### src/rtl/serial_receptor_if.sv
// rtl/serial_receptor_if.sv - line, consumer and status signals of the UART byte receiver
//
// Purpose : bundles every non-clock, non-reset signal of serial_receptor.
// Signals : RXD           asynchronous UART line, idle high
//           LEER          consumer acknowledge, one-cycle pulse
//           DATO[7:0]     last accepted byte
//           VALIDO        DATO holds an unread byte
//           SOBRECARGA    sticky overrun flag
//           ERROR_TRAMA   one-cycle pulse on a bad stop bit
//           ERROR_PARIDAD one-cycle pulse on a parity mismatch
//           OCUPADO       receiver is inside a frame
//           LEDS[7:0]     copy of DATO for the board display
// Modports: master = the receiver, slave = the line driver / byte consumer.

interface serial_receptor_if;
   logic       RXD;
   logic       LEER;
   logic [7:0] DATO;
   logic       VALIDO;
   logic       SOBRECARGA;
   logic       ERROR_TRAMA;
   logic       ERROR_PARIDAD;
   logic       OCUPADO;
   logic [7:0] LEDS;

   modport master (
      input  RXD,
      input  LEER,
      output DATO,
      output VALIDO,
      output SOBRECARGA,
      output ERROR_TRAMA,
      output ERROR_PARIDAD,
      output OCUPADO,
      output LEDS
   );

   modport slave (
      output RXD,
      output LEER,
      input  DATO,
      input  VALIDO,
      input  SOBRECARGA,
      input  ERROR_TRAMA,
      input  ERROR_PARIDAD,
      input  OCUPADO,
      input  LEDS
   );
endinterface

### src/rtl/serial_receptor.sv
// rtl/serial_receptor.sv - UART byte receiver, 8 data bits LSB first, 1 stop bit
//
// Purpose : oversampled UART receiver with a one-byte holding register,
//           overrun detection and framing-error reporting.
// Options : define PARIDAD_EN to expect an even-parity bit after bit 7.
//           Without it ERROR_PARIDAD is tied to 0; the port list is the same.
// Ports   : CLK50  system clock, all logic on its rising edge
//           RST    synchronous active-high reset
//           bus    serial_receptor_if.master (RXD, LEER in; DATO, VALIDO,
//                  SOBRECARGA, ERROR_TRAMA, ERROR_PARIDAD, OCUPADO, LEDS out)
// Param   : CLKS_PER_BIT  CLK50 cycles per bit (>= 2)

module serial_receptor #(
   parameter int CLKS_PER_BIT = 5208
) (
   input  logic                CLK50,
   input  logic                RST,
   serial_receptor_if.master   bus
);

   localparam int TW = (CLKS_PER_BIT > 1) ? $clog2(CLKS_PER_BIT) : 1;

   // The timer counts down and a sample is taken on the cycle it reads 0,
   // so "load N" is stored as N-1 and the range stays 0..CLKS_PER_BIT-1.
   localparam int HALF_M1 = (CLKS_PER_BIT / 2 > 0) ? (CLKS_PER_BIT / 2 - 1) : 0;
   localparam int FULL_M1 = CLKS_PER_BIT - 1;
   localparam logic [TW-1:0] T_HALF = HALF_M1[TW-1:0];
   localparam logic [TW-1:0] T_FULL = FULL_M1[TW-1:0];

   localparam logic [2:0] INICIO   = 3'd0;
   localparam logic [2:0] ARRANQUE = 3'd1;
   localparam logic [2:0] DATOS    = 3'd2;
`ifdef PARIDAD_EN
   localparam logic [2:0] PARIDAD  = 3'd3;
`endif
   localparam logic [2:0] PARADA   = 3'd4;
   localparam logic [2:0] ESPERA   = 3'd5;

   // Line synchronizer and edge history
   logic rx_meta_q, rx_meta_d;
   logic rx_sync_q, rx_sync_d;
   logic rx_prev_q, rx_prev_d;

   // Frame state
   logic [2:0]    state_q, state_d;
   logic [TW-1:0] timer_q, timer_d;
   logic [2:0]    idx_q, idx_d;
   logic [7:0]    shift_q, shift_d;
   logic          bad_q, bad_d;        // frame already known to be discarded

   // Consumer-visible registers
   logic [7:0] dato_q, dato_d;
   logic       valido_q, valido_d;
   logic       sobrecarga_q, sobrecarga_d;
   logic       err_trama_q, err_trama_d;
`ifdef PARIDAD_EN
   logic       err_par_q, err_par_d;
`endif

   logic accept;
   logic tick;
   logic rx;

   assign rx   = rx_sync_q;
   assign tick = (timer_q == '0);

   always_comb begin
      rx_meta_d    = bus.RXD;
      rx_sync_d    = rx_meta_q;
      rx_prev_d    = rx_sync_q;

      state_d      = state_q;
      timer_d      = timer_q;
      idx_d        = idx_q;
      shift_d      = shift_q;
      bad_d        = bad_q;
      err_trama_d  = 1'b0;
`ifdef PARIDAD_EN
      err_par_d    = 1'b0;
`endif
      accept       = 1'b0;

      case (state_q)
         INICIO: begin
            // A start bit is a 1 -> 0 transition of the synchronized line,
            // so a line stuck low after a break does not retrigger.
            if (rx_prev_q && !rx) begin
               state_d = ARRANQUE;
               timer_d = T_HALF;
            end
         end

         ARRANQUE: begin
            if (tick) begin
               if (!rx) begin
                  state_d = DATOS;
                  timer_d = T_FULL;
                  idx_d   = 3'd0;
                  bad_d   = 1'b0;
               end else begin
                  state_d = INICIO;   // glitch, not a real start bit
               end
            end else begin
               timer_d = timer_q - TW'(1);
            end
         end

         DATOS: begin
            if (tick) begin
               shift_d[idx_q] = rx;
               timer_d        = T_FULL;
               idx_d          = idx_q + 3'd1;
               if (idx_q == 3'd7) begin
`ifdef PARIDAD_EN
                  state_d = PARIDAD;
`else
                  state_d = PARADA;
`endif
               end
            end else begin
               timer_d = timer_q - TW'(1);
            end
         end

`ifdef PARIDAD_EN
         PARIDAD: begin
            if (tick) begin
               // Even parity: data bits plus parity bit must XOR to 0.
               if ((^shift_q) ^ rx) begin
                  err_par_d = 1'b1;
                  bad_d     = 1'b1;
               end
               timer_d = T_FULL;
               state_d = PARADA;
            end else begin
               timer_d = timer_q - TW'(1);
            end
         end
`endif

         PARADA: begin
            if (tick) begin
               if (rx) begin
                  accept  = !bad_q;
                  state_d = INICIO;
               end else begin
                  err_trama_d = 1'b1;
                  state_d     = ESPERA;
               end
            end else begin
               timer_d = timer_q - TW'(1);
            end
         end

         ESPERA: begin
            // Hold off until the line returns to idle so a break
            // reports exactly one framing error.
            if (rx) begin
               state_d = INICIO;
            end
         end

         default: begin
            state_d = INICIO;
         end
      endcase
   end

   // Holding register, overrun and acknowledge handling
   always_comb begin
      dato_d       = dato_q;
      valido_d     = valido_q;
      sobrecarga_d = sobrecarga_q;

      if (accept) begin
         dato_d   = shift_q;
         valido_d = 1'b1;
         // A read in the same cycle consumes the old byte, so no overrun.
         if (valido_q && !bus.LEER) begin
            sobrecarga_d = 1'b1;
         end
      end else if (bus.LEER && valido_q) begin
         valido_d     = 1'b0;
         sobrecarga_d = 1'b0;
      end
   end

   always_ff @(posedge CLK50) begin
      if (RST) begin
         rx_meta_q    <= 1'b1;
         rx_sync_q    <= 1'b1;
         rx_prev_q    <= 1'b1;
         state_q      <= INICIO;
         timer_q      <= '0;
         idx_q        <= 3'd0;
         shift_q      <= 8'h00;
         bad_q        <= 1'b0;
         dato_q       <= 8'h00;
         valido_q     <= 1'b0;
         sobrecarga_q <= 1'b0;
         err_trama_q  <= 1'b0;
`ifdef PARIDAD_EN
         err_par_q    <= 1'b0;
`endif
      end else begin
         rx_meta_q    <= rx_meta_d;
         rx_sync_q    <= rx_sync_d;
         rx_prev_q    <= rx_prev_d;
         state_q      <= state_d;
         timer_q      <= timer_d;
         idx_q        <= idx_d;
         shift_q      <= shift_d;
         bad_q        <= bad_d;
         dato_q       <= dato_d;
         valido_q     <= valido_d;
         sobrecarga_q <= sobrecarga_d;
         err_trama_q  <= err_trama_d;
`ifdef PARIDAD_EN
         err_par_q    <= err_par_d;
`endif
      end
   end

   assign bus.DATO        = dato_q;
   assign bus.LEDS        = dato_q;
   assign bus.VALIDO      = valido_q;
   assign bus.SOBRECARGA  = sobrecarga_q;
   assign bus.ERROR_TRAMA = err_trama_q;
   assign bus.OCUPADO     = (state_q != INICIO);
`ifdef PARIDAD_EN
   assign bus.ERROR_PARIDAD = err_par_q;
`else
   assign bus.ERROR_PARIDAD = 1'b0;
`endif

endmodule
### src/flat_wrapper.sv
// flat-port wrapper written by rule: the top's interface ports become plain ports
module serial_receptor_flat 
#(
   parameter int CLKS_PER_BIT = 5208
)
  (CLK50, RST, bus_RXD, bus_LEER, bus_DATO, bus_VALIDO, bus_SOBRECARGA, bus_ERROR_TRAMA, bus_ERROR_PARIDAD, bus_OCUPADO, bus_LEDS);
  serial_receptor_if bus_i ();
  input  logic CLK50;
  input  logic RST;
  input wire logic [$bits(bus_i.RXD)-1:0] bus_RXD;
  input wire logic [$bits(bus_i.LEER)-1:0] bus_LEER;
  output wire logic [$bits(bus_i.DATO)-1:0] bus_DATO;
  output wire logic [$bits(bus_i.VALIDO)-1:0] bus_VALIDO;
  output wire logic [$bits(bus_i.SOBRECARGA)-1:0] bus_SOBRECARGA;
  output wire logic [$bits(bus_i.ERROR_TRAMA)-1:0] bus_ERROR_TRAMA;
  output wire logic [$bits(bus_i.ERROR_PARIDAD)-1:0] bus_ERROR_PARIDAD;
  output wire logic [$bits(bus_i.OCUPADO)-1:0] bus_OCUPADO;
  output wire logic [$bits(bus_i.LEDS)-1:0] bus_LEDS;
  assign bus_i.RXD = bus_RXD;
  assign bus_i.LEER = bus_LEER;
  assign bus_DATO = bus_i.DATO;
  assign bus_VALIDO = bus_i.VALIDO;
  assign bus_SOBRECARGA = bus_i.SOBRECARGA;
  assign bus_ERROR_TRAMA = bus_i.ERROR_TRAMA;
  assign bus_ERROR_PARIDAD = bus_i.ERROR_PARIDAD;
  assign bus_OCUPADO = bus_i.OCUPADO;
  assign bus_LEDS = bus_i.LEDS;
  serial_receptor #(.CLKS_PER_BIT(CLKS_PER_BIT)) u_core (.CLK50(CLK50), .RST(RST), .bus(bus_i));
endmodule
### config.mk
export PLATFORM = sky130hd
export DESIGN_NAME = serial_receptor_flat
export DESIGN_NICKNAME = d
export VERILOG_FILES = /design/src/rtl/serial_receptor_if.sv /design/src/rtl/serial_receptor.sv /design/src/flat_wrapper.sv
export SDC_FILE = /design/constraint.sdc
export NUM_CORES = 1
export LEC_CHECK = 0
export BUFFER_PORTS_ARGS = -buffer_cell sky130_fd_sc_hd__buf_2
export CORE_ASPECT_RATIO = 0.75
export CORE_UTILIZATION = 55
export CTS_CLUSTER_SIZE = 25
export DETAILED_ROUTE_END_ITERATION = 12
export MAX_ROUTING_LAYER = met4
export PLACE_DENSITY_LB_ADDON = 0.15
export SLEW_MARGIN = 40
export SYNTH_ARGS = -nofsm -noshare
export SYNTH_HDL_FRONTEND = slang
export SYNTH_SLANG_ARGS = --single-unit
### constraint.sdc
create_clock -name CLK50 -period 5.2 [get_ports CLK50]
set_input_delay 0.26 -clock CLK50 [delete_from_list [all_inputs] [get_ports CLK50]]
set_output_delay 0.26 -clock CLK50 [all_outputs]
set_load 0.01 [all_outputs]
==> results.txt <==
- Outcome: finished, final reports clean
- Worst Hold Endpoint: u_core.rx_meta_q
- Count of different cell masters after synthesis: 56
- Summing over every cut layer, the via total after detailed routing is about 2000.
- Arrival time worst endpoint: approximately 3 ns
- For this run, the top clock speed supported by timing is 367.5 MHz.
- After synthesis the netlist holds a flip-flop and latch count of 41.
* Number of placed instances with taps included: 324
- After detailed routing, the total wire length is around 4800 um.
* Fraction of synthesis flops using an asynchronous set or reset pin: 0%
- Ordered list of cells on the worst path: or4_4, or4_4, a22o_1, a21boi_1, a2111oi_2
* Crit Path Class: flip-flop to flip-flop
- After layout, the design draws a total of 860.6 uW.
* Area of all placed cells without fillers: approximately 2400 um2
* Multi-input gate area: 1215 um2
- Total global-route track usage: 26.05%
* Largest clock skew in the final design: 0.006932 ns
- The hold violation count in the final report was 0.
* Share of layout cells above drive strength 1: 17.14%
* Net count of the mapped netlist: 279
- The count of pins over their slew limit was 0.
- Across the run, the number of max-cap violations was 0.
- After detailed routing, the average wire length per cell comes to 14.40 um.
* First-pass GRT wire length: around 8200 um
- Setup repair after global routing left no endpoint under its margin.
- Once the floorplan was initialized, standard cells occupied 59.33% of the core.
* Worst Path Required: roughly 5.4 ns
* Count of inserted antenna diode cells: 0
- Buffers inserted during post-CTS setup optimization: 0
- Post-route DRC violation count: 0
* Nets: 287
* Mapped Cells: 271
* Fillers: between 300 and 400
- Non-filler cells, final: ~330
- From left edge to right edge, the die measures around 76 um.
* DP HPWL: 3232 um
* Largest net degree at the start of global routing: 41
- Startpoint of the most critical hold path: bus_RXD
- The clock passes through at most 2 buffers.
* CTS Sinks: about 40
* Pwr dens: about 370 nW/um2
- Register area share after synthesis: a little under two fifths
* Sequential standard cell area: 820.8 um2
- Std cell rows: 19
* Via density per instance: 5.858
- In this design, the stage delay of the slowest critical-path cell is 0.58 ns.
- Measured slew at the worst slew-check pin: between 0.7 and 0.8 ns
- Final estimated routing congestion in global placement: 0.8663
- Global routing finished with a remaining overflow of 0.
- The cell sitting at the root of the clock tree is a clkbuf_8.
- For flop-to-flop paths, the worst setup slack is about 2.5 ns.
* Type of the tightest min-delay check: input pin to flip-flop
- Of the available clock period, the critical path in the final layout requires 52.33%.
- Placed cell area: 2268 um2
- Setup violations remaining at the end of the flow were counted as 0.
- Critical Path Source Type: flip-flop
- Hold repair after CTS inserted 0 buffers.
* Core area: between 3000 and 4000 um2
* Worst setup EP type: flip-flop
- At the later pin of the worst-skew pair, clock insertion delay measures 0.30 ns.
* IR drop worst, VDD: 0.1924 mV
- The endpoint identified for the worst register-to-register timing path is u_core.timer_q[10].
- Along the worst hold path, the cell count comes to 2.
* Post-CTS resize count: 0
- Count of H-tree levels built during CTS: 2
* Layout Area Growth over Synthesis: 5.671%
* Cell at the slowest stage of the critical path: or4_4
- TritonCTS built the clock tree.
- The first routing iteration left 161 violations.
- The analysis attributes to cell leakage a power of 0.9232 nW.
- The via count of the first global-routing pass is 1703.
- Clock-pin slew was measured on the worst setup and hold paths at 0.08 ns.
- Main synth FF type: dfxtp_1
- Highest-count cells in the layout ignoring fill and taps: dfxtp_1 (41), nand2_1 (32), nor2_1 (26)
- Post-Synthesis Cell Area: 2228 um2
- IO Count: 25
- Synth Warn #: 0
- The number of antenna violations at the first check in global routing is 0.
- Post-route minimum period: 2.721 ns
- The floorplan step defined a die boundary enclosing between 4000 and 5000 um2.
* Slew Limit Headroom: 48.02%
- By instance count, the cell type seen most on the critical path is or4_4.
* Antenna-violating nets left: 0
- In this run the critical register-to-register path is launched from u_core.timer_q[2].
- Final core occ: 62.69%
- Die height: ~57 um
- In this run the worst path has a maximum fanout of 20.
* Most common cell after layout, fill and taps aside: dfxtp_1
* Cell count of the worst reg-to-reg path: 5
* Sum Neg Setup Slack: 0 ns
* Avg Inst Size Synth: between 8 and 9 um2
* TritonCTS buffer count: 5
- The first TritonRoute pass finished after 4 iterations.
* Number of synthesized flops with an enable pin: 0
- The count of buffers added on input and output ports is 23.
## Yosys cell counts, types with 5 or more instances
| master | count | share of area, % |
|---|---|---|
| mux2i_1 | 11 | 4.9 |
| nor3_1 | 7 | 1.6 |
| nand3_1 | 7 | 1.6 |
| nand4_1 | 8 | 2.2 |
| dfxtp_1 | 41 | 37 |
| inv_1 | 12 | 2.0 |
| o21ai_0 | 13 | 2.9 |
| clkbuf_1 | 9 | 1.5 |
| nand2_1 | 32 | 5.4 |
| buf_4 | 9 | 3.0 |
| a21oi_1 | 19 | 4.3 |
| nor2_1 | 26 | 4.4 |
| nand2b_1 | 5 | 1.4 |
## cells by family after synthesis
| group | after synthesis | synth area share, % |
|---|---|---|
| AO/OA/AOI/OAI | 63 | 20.05 |
| XOR/XNOR | 3 | 1.179 |
| adder cells (fa/ha/maj) | 4 | 2.246 |
| buffers and inverters | 35 | 8.646 |
| flip-flops | 41 | 36.83 |
| multiplexers | 12 | 5.447 |
| other | 1 | 0.1683 |
| AND/OR/NAND/NOR | 112 | 25.43 |
## registers in the layout, summed over array words and instances, names as in the netlist
register,cells
u_core.bus.ERROR_TRAMA,1
u_core.idx_q,3
u_core.bus.SOBRECARGA,1
u_core.state_q,3
u_core.rx,1
u_core.bus.DATO,8
u_core.bus.VALIDO,1
u_core.shift_q,8
u_core.rx_meta_q,1
u_core.timer_q,13
u_core.rx_prev_q,1
## through the flow
| step | hold slack [ns] | setup WS, ns |
|---|---|---|
| finish | 0.1375 | 2.479 |
| global route | 0.1379 | 2.340 |
| CTS | 0.1346 | 2.479 |
| detailed placement | 0.3934 | 2.523 |
| global placement | 0.3911 | 2.562 |
| floorplan | 0.3638 | 2.888 |
## layout make-up
class	count	area share, %
clock buffers	5	2.922
clock inverters	3	0.7439
inverters	12	1.913
multi-input cells	195	51.59
flip-flops and latches	41	34.86
well taps	52	2.763
repair buffers	24	5.207
## power breakdown
part	switching, mW	internal, mW	total (mW)
clock network	0.114	0.0926	0.206
logic	0.178	0.108	0.287
registers	0.0306	0.337	0.368
## metal layers
layer,share of wire (%),vias up,track usage [%]
met3,6.9,7,6.007
met4,1.1,0,8.201
met1,53,891,39.23
li1,-,976,-
met2,39,71,33.93
met5,0,-,-
## worst max-delay path by stage
stage	startpoint	to	slack (ns)	cells past startpoint
6_report	u_core.timer_q[2]	u_core.timer_q[10]	2.48	5
5_1_grt	u_core.timer_q[2]	u_core.timer_q[10]	2.34	5
4_1_cts	u_core.timer_q[2]	u_core.timer_q[10]	2.48	5
3_5_place_dp	u_core.timer_q[2]	u_core.timer_q[10]	2.52	5
3_3_place_gp	u_core.timer_q[2]	u_core.timer_q[10]	2.56	5
2_1_floorplan	u_core.timer_q[2]	u_core.timer_q[12]	2.89	8
## critical path: cells and delay by family, from the launching register on
family | cells | cell delay [ns]
DFF | 1 | 0.35
AOI/OAI and AO/OA | 3 | 1.11
and+or+nand+nor | 2 | 1.14
Note: power is estimated with default switching activity, not from simulation.
